--- config.mk ---
export PLATFORM = sky130hd
export DESIGN_NAME = sdram_slot_arbiter
export DESIGN_NICKNAME = d
export VERILOG_FILES = /design/src/rtl/sdram_pkg.sv /design/src/rtl/sdram_slot_phase.sv /design/src/rtl/sdram_slot_arbiter.sv
export SDC_FILE = /design/constraint.sdc
export NUM_CORES = 1
export LEC_CHECK = 0
export CORE_UTILIZATION = 55
export DETAILED_ROUTE_END_ITERATION = 8
export DONT_BUFFER_PORTS = 1
export PLACE_DENSITY = 0.7
export SYNTH_ARGS = -nofsm -noshare
export SYNTH_HDL_FRONTEND = slang
export SYNTH_SLANG_ARGS = --single-unit
export TNS_END_PERCENT = 30
--- constraint.sdc ---
create_clock -name clk -period 3.3 [get_ports clk]
set_input_delay 0.66 -clock clk [delete_from_list [all_inputs] [get_ports clk]]
set_output_delay 0.66 -clock clk [all_outputs]
set_load 0.02 [all_outputs]
--- src/rtl/sdram_pkg.sv ---
// Shared types and sizes for the SDRAM slot arbiter and its phase sequencer.
package sdram_pkg;
    localparam int SLOT_PHASES = 8;
    localparam int PH_W        = $clog2(SLOT_PHASES);
    localparam int ADDR_W      = 25;
    localparam int DATA_W      = 8;
    localparam int CNT_W       = 8;

    typedef enum logic [1:0] {
        GNT_IDLE,
        GNT_A,
        GNT_B
    } gnt_t;
endpackage

--- src/rtl/sdram_slot_phase.sv ---
// Slot phase counter: splits clk into 8-clock slots and produces clkref,
// the arbitration strobe and the read-capture strobe.
module sdram_slot_phase
    import sdram_pkg::*;
#(
    parameter int READ_PHASE = 6
) (
    input  logic            clk,
    input  logic            reset,
    output logic [PH_W-1:0] ph,
    output logic            clkref,
    output logic            slot_start,
    output logic            capture
);
    logic [PH_W-1:0] ph_next;

    assign ph_next = ph + 1'b1;

    // clkref is registered from ph_next so it is high exactly while ph is 0..3
    always_ff @(posedge clk) begin
        if (reset) begin
            ph     <= '0;
            clkref <= 1'b0;
        end else begin
            ph     <= ph_next;
            clkref <= ~ph_next[PH_W-1];
        end
    end

    assign slot_start = (ph == PH_W'(SLOT_PHASES - 1));
    assign capture    = (ph == PH_W'(READ_PHASE));
endmodule

--- src/rtl/sdram_slot_arbiter.sv ---
// Two-port slot arbiter in front of the 8-bit SDRAM controller: grants each
// 8-clock slot to port A, port B or an idle (refresh) slot.
module sdram_slot_arbiter
    import sdram_pkg::*;
#(
    parameter int READ_PHASE       = 6,
    parameter int REFRESH_INTERVAL = 16
) (
    input  logic              clk,
    input  logic              reset,
    input  logic              a_req,
    input  logic              a_we,
    input  logic [ADDR_W-1:0] a_addr,
    input  logic [DATA_W-1:0] a_din,
    output logic [DATA_W-1:0] a_dout,
    output logic              a_ack,
    input  logic              b_req,
    input  logic              b_we,
    input  logic [ADDR_W-1:0] b_addr,
    input  logic [DATA_W-1:0] b_din,
    output logic [DATA_W-1:0] b_dout,
    output logic              b_ack,
    output logic              clkref,
    output logic              sd_oe,
    output logic              sd_we,
    output logic [ADDR_W-1:0] sd_addr,
    output logic [DATA_W-1:0] sd_din,
    input  logic [DATA_W-1:0] sd_dout
);
    localparam logic [CNT_W-1:0] REF_MAX = CNT_W'(REFRESH_INTERVAL);

    logic [PH_W-1:0]   ph;
    logic              slot_start;
    logic              capture;
    gnt_t              gnt;
    gnt_t              done;
    gnt_t              win;
    logic              last_a;
    logic [CNT_W-1:0]  grant_cnt;
    logic              a_ok;
    logic              b_ok;
    logic              nxt_we;
    logic [ADDR_W-1:0] nxt_addr;
    logic [DATA_W-1:0] nxt_din;

    sdram_slot_phase #(
        .READ_PHASE(READ_PHASE)
    ) u_phase (
        .clk       (clk),
        .reset     (reset),
        .ph        (ph),
        .clkref    (clkref),
        .slot_start(slot_start),
        .capture   (capture)
    );

    // Slot owner register; done remembers who owned the slot just finished
    always_ff @(posedge clk) begin
        if (reset) begin
            gnt       <= GNT_IDLE;
            done      <= GNT_IDLE;
            last_a    <= 1'b0;
            grant_cnt <= '0;
        end else if (slot_start) begin
            gnt  <= win;
            done <= gnt;
            if (win == GNT_IDLE) begin
                grant_cnt <= '0;
            end else begin
                grant_cnt <= grant_cnt + 1'b1;
                last_a    <= (win == GNT_A);
            end
        end
    end

    // A port still holding the slot it owns now is showing its old request
    always_comb begin
        a_ok = a_req && (gnt != GNT_A) && !a_ack;
        b_ok = b_req && (gnt != GNT_B) && !b_ack;
        win  = GNT_IDLE;
        if (grant_cnt != REF_MAX) begin
            if (a_ok && b_ok) begin
                win = last_a ? GNT_B : GNT_A;
            end else if (a_ok) begin
                win = GNT_A;
            end else if (b_ok) begin
                win = GNT_B;
            end
        end
    end

    always_comb begin
        nxt_we   = 1'b0;
        nxt_addr = sd_addr;
        nxt_din  = sd_din;
        unique case (win)
            GNT_A: begin
                nxt_we   = a_we;
                nxt_addr = a_addr;
                nxt_din  = a_din;
            end
            GNT_B: begin
                nxt_we   = b_we;
                nxt_addr = b_addr;
                nxt_din  = b_din;
            end
            default: ;
        endcase
    end

    always_ff @(posedge clk) begin
        if (reset) begin
            sd_oe   <= 1'b0;
            sd_we   <= 1'b0;
            sd_addr <= '0;
            sd_din  <= '0;
        end else if (slot_start) begin
            if (win == GNT_IDLE) begin
                sd_oe <= 1'b0;
                sd_we <= 1'b0;
            end else begin
                sd_oe   <= ~nxt_we;
                sd_we   <= nxt_we;
                sd_addr <= nxt_addr;
                sd_din  <= nxt_din;
            end
        end
    end

    always_ff @(posedge clk) begin
        if (reset) begin
            a_dout <= '0;
            b_dout <= '0;
        end else if (capture && sd_oe) begin
            if (gnt == GNT_A) a_dout <= sd_dout;
            if (gnt == GNT_B) b_dout <= sd_dout;
        end
    end

    assign a_ack = (ph == '0) && (done == GNT_A);
    assign b_ack = (ph == '0) && (done == GNT_B);
endmodule

=== Word level (Yosys, flattened, before mapping) ===
Index checks and enable logic that the tools add are counted.

* Register bits: 68
* Word-level logic and storage cells: 56

* $add $sub $neg: 2
* Equality and inequality tests: 11
* Multiplexer cells: 11
* Bitwise logic cells: 3
* Reduce and logical (&&, ||, !) cells: 17

{| class="wikitable"
|+ Operators with widths
! cell !! count
|-
| $pmux W25 S2 || 1
|-
| $pmux W8 S2 || 1
|-
| $mux W2 || 5
|-
| $add A8 B1 Y8 const B || 1
|-
| $logic_and A1 B1 Y1 || 8
|-
| $mux W8 || 1
|-
| $ne A8 B5 Y1 const B || 1
|-
| $eq A2 B1 Y1 const B || 3
|-
| $eq A2 B2 Y1 const B || 3
|-
| $eq A3 B3 Y1 const B || 2
|-
| $reduce_and A2 Y1 || 3
|-
| $add A3 B1 Y3 const B || 1
|-
| $logic_not A3 Y1 || 1
|-
| $not A1 Y1 || 3
|-
| $reduce_and A3 Y1 || 1
|-
| $logic_not A1 Y1 || 2
|-
| $logic_not A2 Y1 || 1
|-
| $mux W1 || 2
|-
| $ne A2 B1 Y1 const B || 1
|-
| $ne A2 B2 Y1 const B || 1
|-
| $pmux W1 S2 || 1
|-
| $reduce_bool A2 Y1 || 1
|}

=== Depth between registers and ports, before layout ===
* Word-level depth: 12
* Mapped depth: 11
* Depth with buffers taken out: 9

=== By module ===
Synthesis repeated with hierarchy kept, for this count alone.

* Cells, all modules: 334
* Area, all modules: 2951.6 um2

{| class="wikitable"
|+ Modules (own cells, without submodules)
! module !! times used !! cells an instance !! area each (um2)
|-
| sdram_slot_arbiter || 1 || 321 || 2803.9
|-
| sdram_slot_phase || 1 || 13 || 147.6
|}

=== Least setup slack after synthesis ===
OpenSTA, ideal clock, no wires.

* Path kind: register to register
* From: register u_phase.ph[0]
* To: register grant_cnt[7]
* Library setup time: 0.074 ns
* Data arrival time: 2.308 ns
* Data required time: 3.226 ns
* Slack: 0.918 ns
* Cell stages (with the launch flop): 10
* Path through: dfxtp_1 inv_1 ha_1 nand4bb_1 and4_1 or3_1 ha_1 nand2b_4 or4_1 a31oi_1

* Word-level cells in the longest chain between the ends: 10
* Elaborated cells on any way between the ends: 15

{| class="wikitable"
|+ Ends and longest elaborated chain
! element !! RTL line !! RTL
|-
| start, declared || sdram_slot_phase.sv:10 || <nowiki>output logic [PH_W-1:0] ph,</nowiki>
|-
| start signal, assigned || sdram_slot_phase.sv:25 || <nowiki>ph <= ph_next;</nowiki>
|-
| $logic_not A3 Y1 || sdram_slot_arbiter.sv:140, sdram_slot_arbiter.sv:141 ||
|-
| $logic_and A1 B1 Y1 || sdram_slot_arbiter.sv:141 || <nowiki>assign b_ack = (ph == '0) && (done == GNT_B);</nowiki>
|-
| $logic_not A1 Y1 || sdram_slot_arbiter.sv:79 || <nowiki>b_ok = b_req && (gnt != GNT_B) && !b_ack;</nowiki>
|-
| $logic_and A1 B1 Y1 || sdram_slot_arbiter.sv:79 ||
|-
| $mux W2 || sdram_slot_arbiter.sv:86 || <nowiki>end else if (b_ok) begin</nowiki>
|-
| $mux W2 || sdram_slot_arbiter.sv:84 || <nowiki>end else if (a_ok) begin</nowiki>
|-
| $mux W2 || sdram_slot_arbiter.sv:82 || <nowiki>if (a_ok && b_ok) begin</nowiki>
|-
| $mux W2 || sdram_slot_arbiter.sv:81 || <nowiki>if (grant_cnt != REF_MAX) begin</nowiki>
|-
| $logic_not A2 Y1 || sdram_slot_arbiter.sv:67 || <nowiki>if (win == GNT_IDLE) begin</nowiki>
|-
| $mux W8 || sdram_slot_arbiter.sv:67 ||
|-
| end signal, assigned || sdram_slot_arbiter.sv:70 || <nowiki>grant_cnt <= grant_cnt + 1'b1;</nowiki>
|-
| end, declared || sdram_slot_arbiter.sv:39 || <nowiki>logic [CNT_W-1:0] grant_cnt;</nowiki>
|}

Several ways; a longest one is shown, not always the timed one.
A chain may end at the register's enable or synchronous reset.

=== Worst setup path in the final report ===
Ends and elaborated chain as after synthesis.

==> impl_results.md <==
* Synthesized net count at 434
* Initial antenna violation count at 0
* Total core area at 5473 sq um
* Min Hold Slack at 0.3938 ns
* DRT antenna net count at 0
* Mean post-synth cell area at roughly 9 sq um
* CTS tree: done
* Min-delay worst type: primary input to flop
* Crit path capture type: flop
* Largest net degree at the start of global routing at 70
* Drt pass-1 iters at 5
* Final Hold Viols at 0
* Longest Clk Path Bufs at 2
* Library cells used by synthesis at 37
* RSZ-0062 raised after global routing: false
* CP Launch Type: flop
* Starting DRC count in detailed routing at 159
* Slew @ Worst Pin at 0.6170 ns
* Placed cell count at just under 400
* Synth area leader: dfxtp_1
* Fillers at 524
* Routed vias at 2473
* Tot Pwr at 1.644 mW
* Synth Cell Area at 3108 sq um
* Share of the synthesized area in the top cell type at 43.80%
* # port buffers at 0
* Die Ht at 77.17 um
* Overflow after GRT at 0
* Final Critical Period at 2.656 ns
* Setup Viol. Count Final at 0
* Vias in the first global route at 2246
* Path type of the worst setup path: flop to flop
* Layout cells sized above 1 at 6.269%
* Finished Core Util at 60.65%
* Gpl congestion at between 0.8 and 0.9
* #FFs+latches synth at 68
* Setup repair bufs after CTS at 0
* CP max FO at 8
* Yosys warning total at 0
* Worst Skew at ~0.0087 ns
* GR Util All Layers at 23.01%
* Top cells by area, synth: dfxtp_1, mux2i_1, a211oi_1, nor2_1, a21oi_1
* Nets@finish at 420
* Outcome: finished, final reports clean
* Post-DP HPWL at about 4500 um
* Fmax at 0.3765 GHz
* Synth-to-layout area growth at 6.803%
* VDD IR max at 283.2 uV
* Total CTS buffers at 9
* Max-Cap Viols at 0
* First-pass GRT wire length at 10890 um
* Num ports at 134
* Latest clock arrival within the worst-skew pair at roughly 0.33 ns
* # H-tree levels at 3
* Slowest cell on the critical path: or4_1
* Leak at approximately 1.1 nW
* Worst-path cell chain: inv_1 -> ha_1 -> nand4bb_1 -> and4_1 -> or3_1 -> ha_1 -> nand2b_4 -> or4_1 -> a31oi_1
* Starting Density at 56.79%
* Final wirelength at 6556 um
* # clock sinks at 68
* Worst Path Arrival at 2.92 ns
* Final routed DRC violation total at 0
* CTS Root Buffer Type: clkbuf_8
* Std-Cell Rows at 27
* Fin crit share at 80.49%
* Seq/Total Area, Yosys at 43.80%
* TNS Setup at 0 ns
* Hold buffer count at CTS at 0
* Layout Cells excl Fill at 407
* Critical path data required time at between 3 and 4 ns
* Most used cell, CP: ha_1
* Cts repair resizes at 0
* Antenna diodes at 0
* DR WL/cell at between 15 and 20 um
* Cells after synthesis at 345
* PD cells at 495.4 nW/um^2
* Die ar. at between 5000 and 6000 sq um
* Final-report max-slew violation count at 0
* Via/cell ratio at 6.076
* Reg clk slew, reported paths at 0.07 ns
* Worst path max stage delay at 0.52 ns
* Die width at 77.17 um
* Slew HR at between 50% and 60%
## cells in the final DEF, fill, tap and decap left out, types with 2 or more instances in the layout
master	n
a211oi_1	33
or3_2	2
nand2_1	10
nor2_1	40
nand4b_1	2
ha_1	8
or4_1	3
nand4_1	2
o211ai_1	2
nand4bb_1	2
o21ai_0	21
dfxtp_1	68
buf_12	2
nand3_1	23
inv_1	9
nor3_1	2
bufinv_16	2
mux2i_1	35
a22oi_1	2
nor2b_1	9
nand2b_1	3
clkbuf_8	10
a21oi_1	24
and3_1	3
a31oi_1	3
## through the flow
stage               cell area, sq um  setup WS [ns]
global route                    3319         0.3924
detailed placement              3104         0.6876
CTS                             3319         0.6617
floorplan                       3108         0.9180
global placement                3104         0.7832
finish                          3319         0.6439
## power breakdown
group	internal [mW]	total (mW)	switching (mW)
combinational	0.0328	0.0646	0.0318
clock	0.443	0.745	0.302
sequential	0.826	0.835	0.00863
total	1.30	1.64	0.343
## logic make-up (layout without fill, tap and decap cells)
group	after synthesis	after routing	share of synthesized area [%]
mux	35	35	11.27
flops	68	68	43.80
buf+inv	36	26	5.515
fa+ha+maj	9	9	3.623
simple gates	109	109	18.20
compound gates	88	88	17.59
## state kept, by name, indices dropped and copies added, names as in the netlist
register and cells:
sd_addr 25, a_dout 8, b_dout 8, grant_cnt 8, sd_din 8, u_phase.ph 3, done 2, gnt 2
last_a 1, sd_oe 1, sd_we 1, u_phase.clkref 1
## path summary, 6_finish.rpt
path / from / endpoint / slack (ns) / cells after the start
hold reg to reg: u_phase.ph[0] / u_phase.ph[0] / 0.45 / 1
setup reg to reg: u_phase.ph[0] / grant_cnt[7] / 0.64 / 9
setup / recovery: u_phase.ph[0] / grant_cnt[7] / 0.64 / 9
hold / removal: reset / sd_addr[8] / 0.39 / 1
## synthesized netlist by cell type, drive strengths merged
master,instances
nor3,2
a31oi,3
a22oi,2
a211oi,33
mux2i,35
a21oi,24
and3,3
nand4b,2
inv,9
nand2,10
nor2b,9
buf,16
and2,1
nor4b,1
nand4,2
nand3b,1
nand4bb,2
ha,9
o41ai,1
or3,3
nor2,40
and4,1
o211ai,2
nand2b,4
o31ai,1
or4,3
clkbuf,11
o32ai,1
nor3b,1
o21ai,21
dfxtp,68
and4b,1
nand3,23
## critical path, delay by kind of cell, from the launching register on
family / cells / cell delay, ns
AO/OA/AOI/OAI: 1 / 0.16
adder cells (fa/ha/maj): 2 / 0.48
buffers and inverters: 1 / 0.08
flip-flops: 1 / 0.33
AND/OR/NAND/NOR: 5 / 1.53
## routing by layer
metal / track usage [%] / wire [um] / vias to the layer above
li1: - / - / 1215
met1: 28.46 / 2809 / 1141
met2: 36.55 / 3132 / 106
met3: 7.024 / 495 / 11
met4: 10.38 / 119 / 0
met5: 0 / 0 / -
## area by class of cell
cell class	instances	area, sq um	share of cell area [%]
Clock inverter	4	73.82	2.224
Timing Repair Buffer	2	40.04	1.206
Clock buffer	11	141.4	4.259
Sequential cell	68	1361	41.01
Tap cell	72	90.09	2.714
Inverter	9	33.78	1.018
Multi-Input combinational cell	241	1579	47.57
Power figures use the tool's default switching activity.
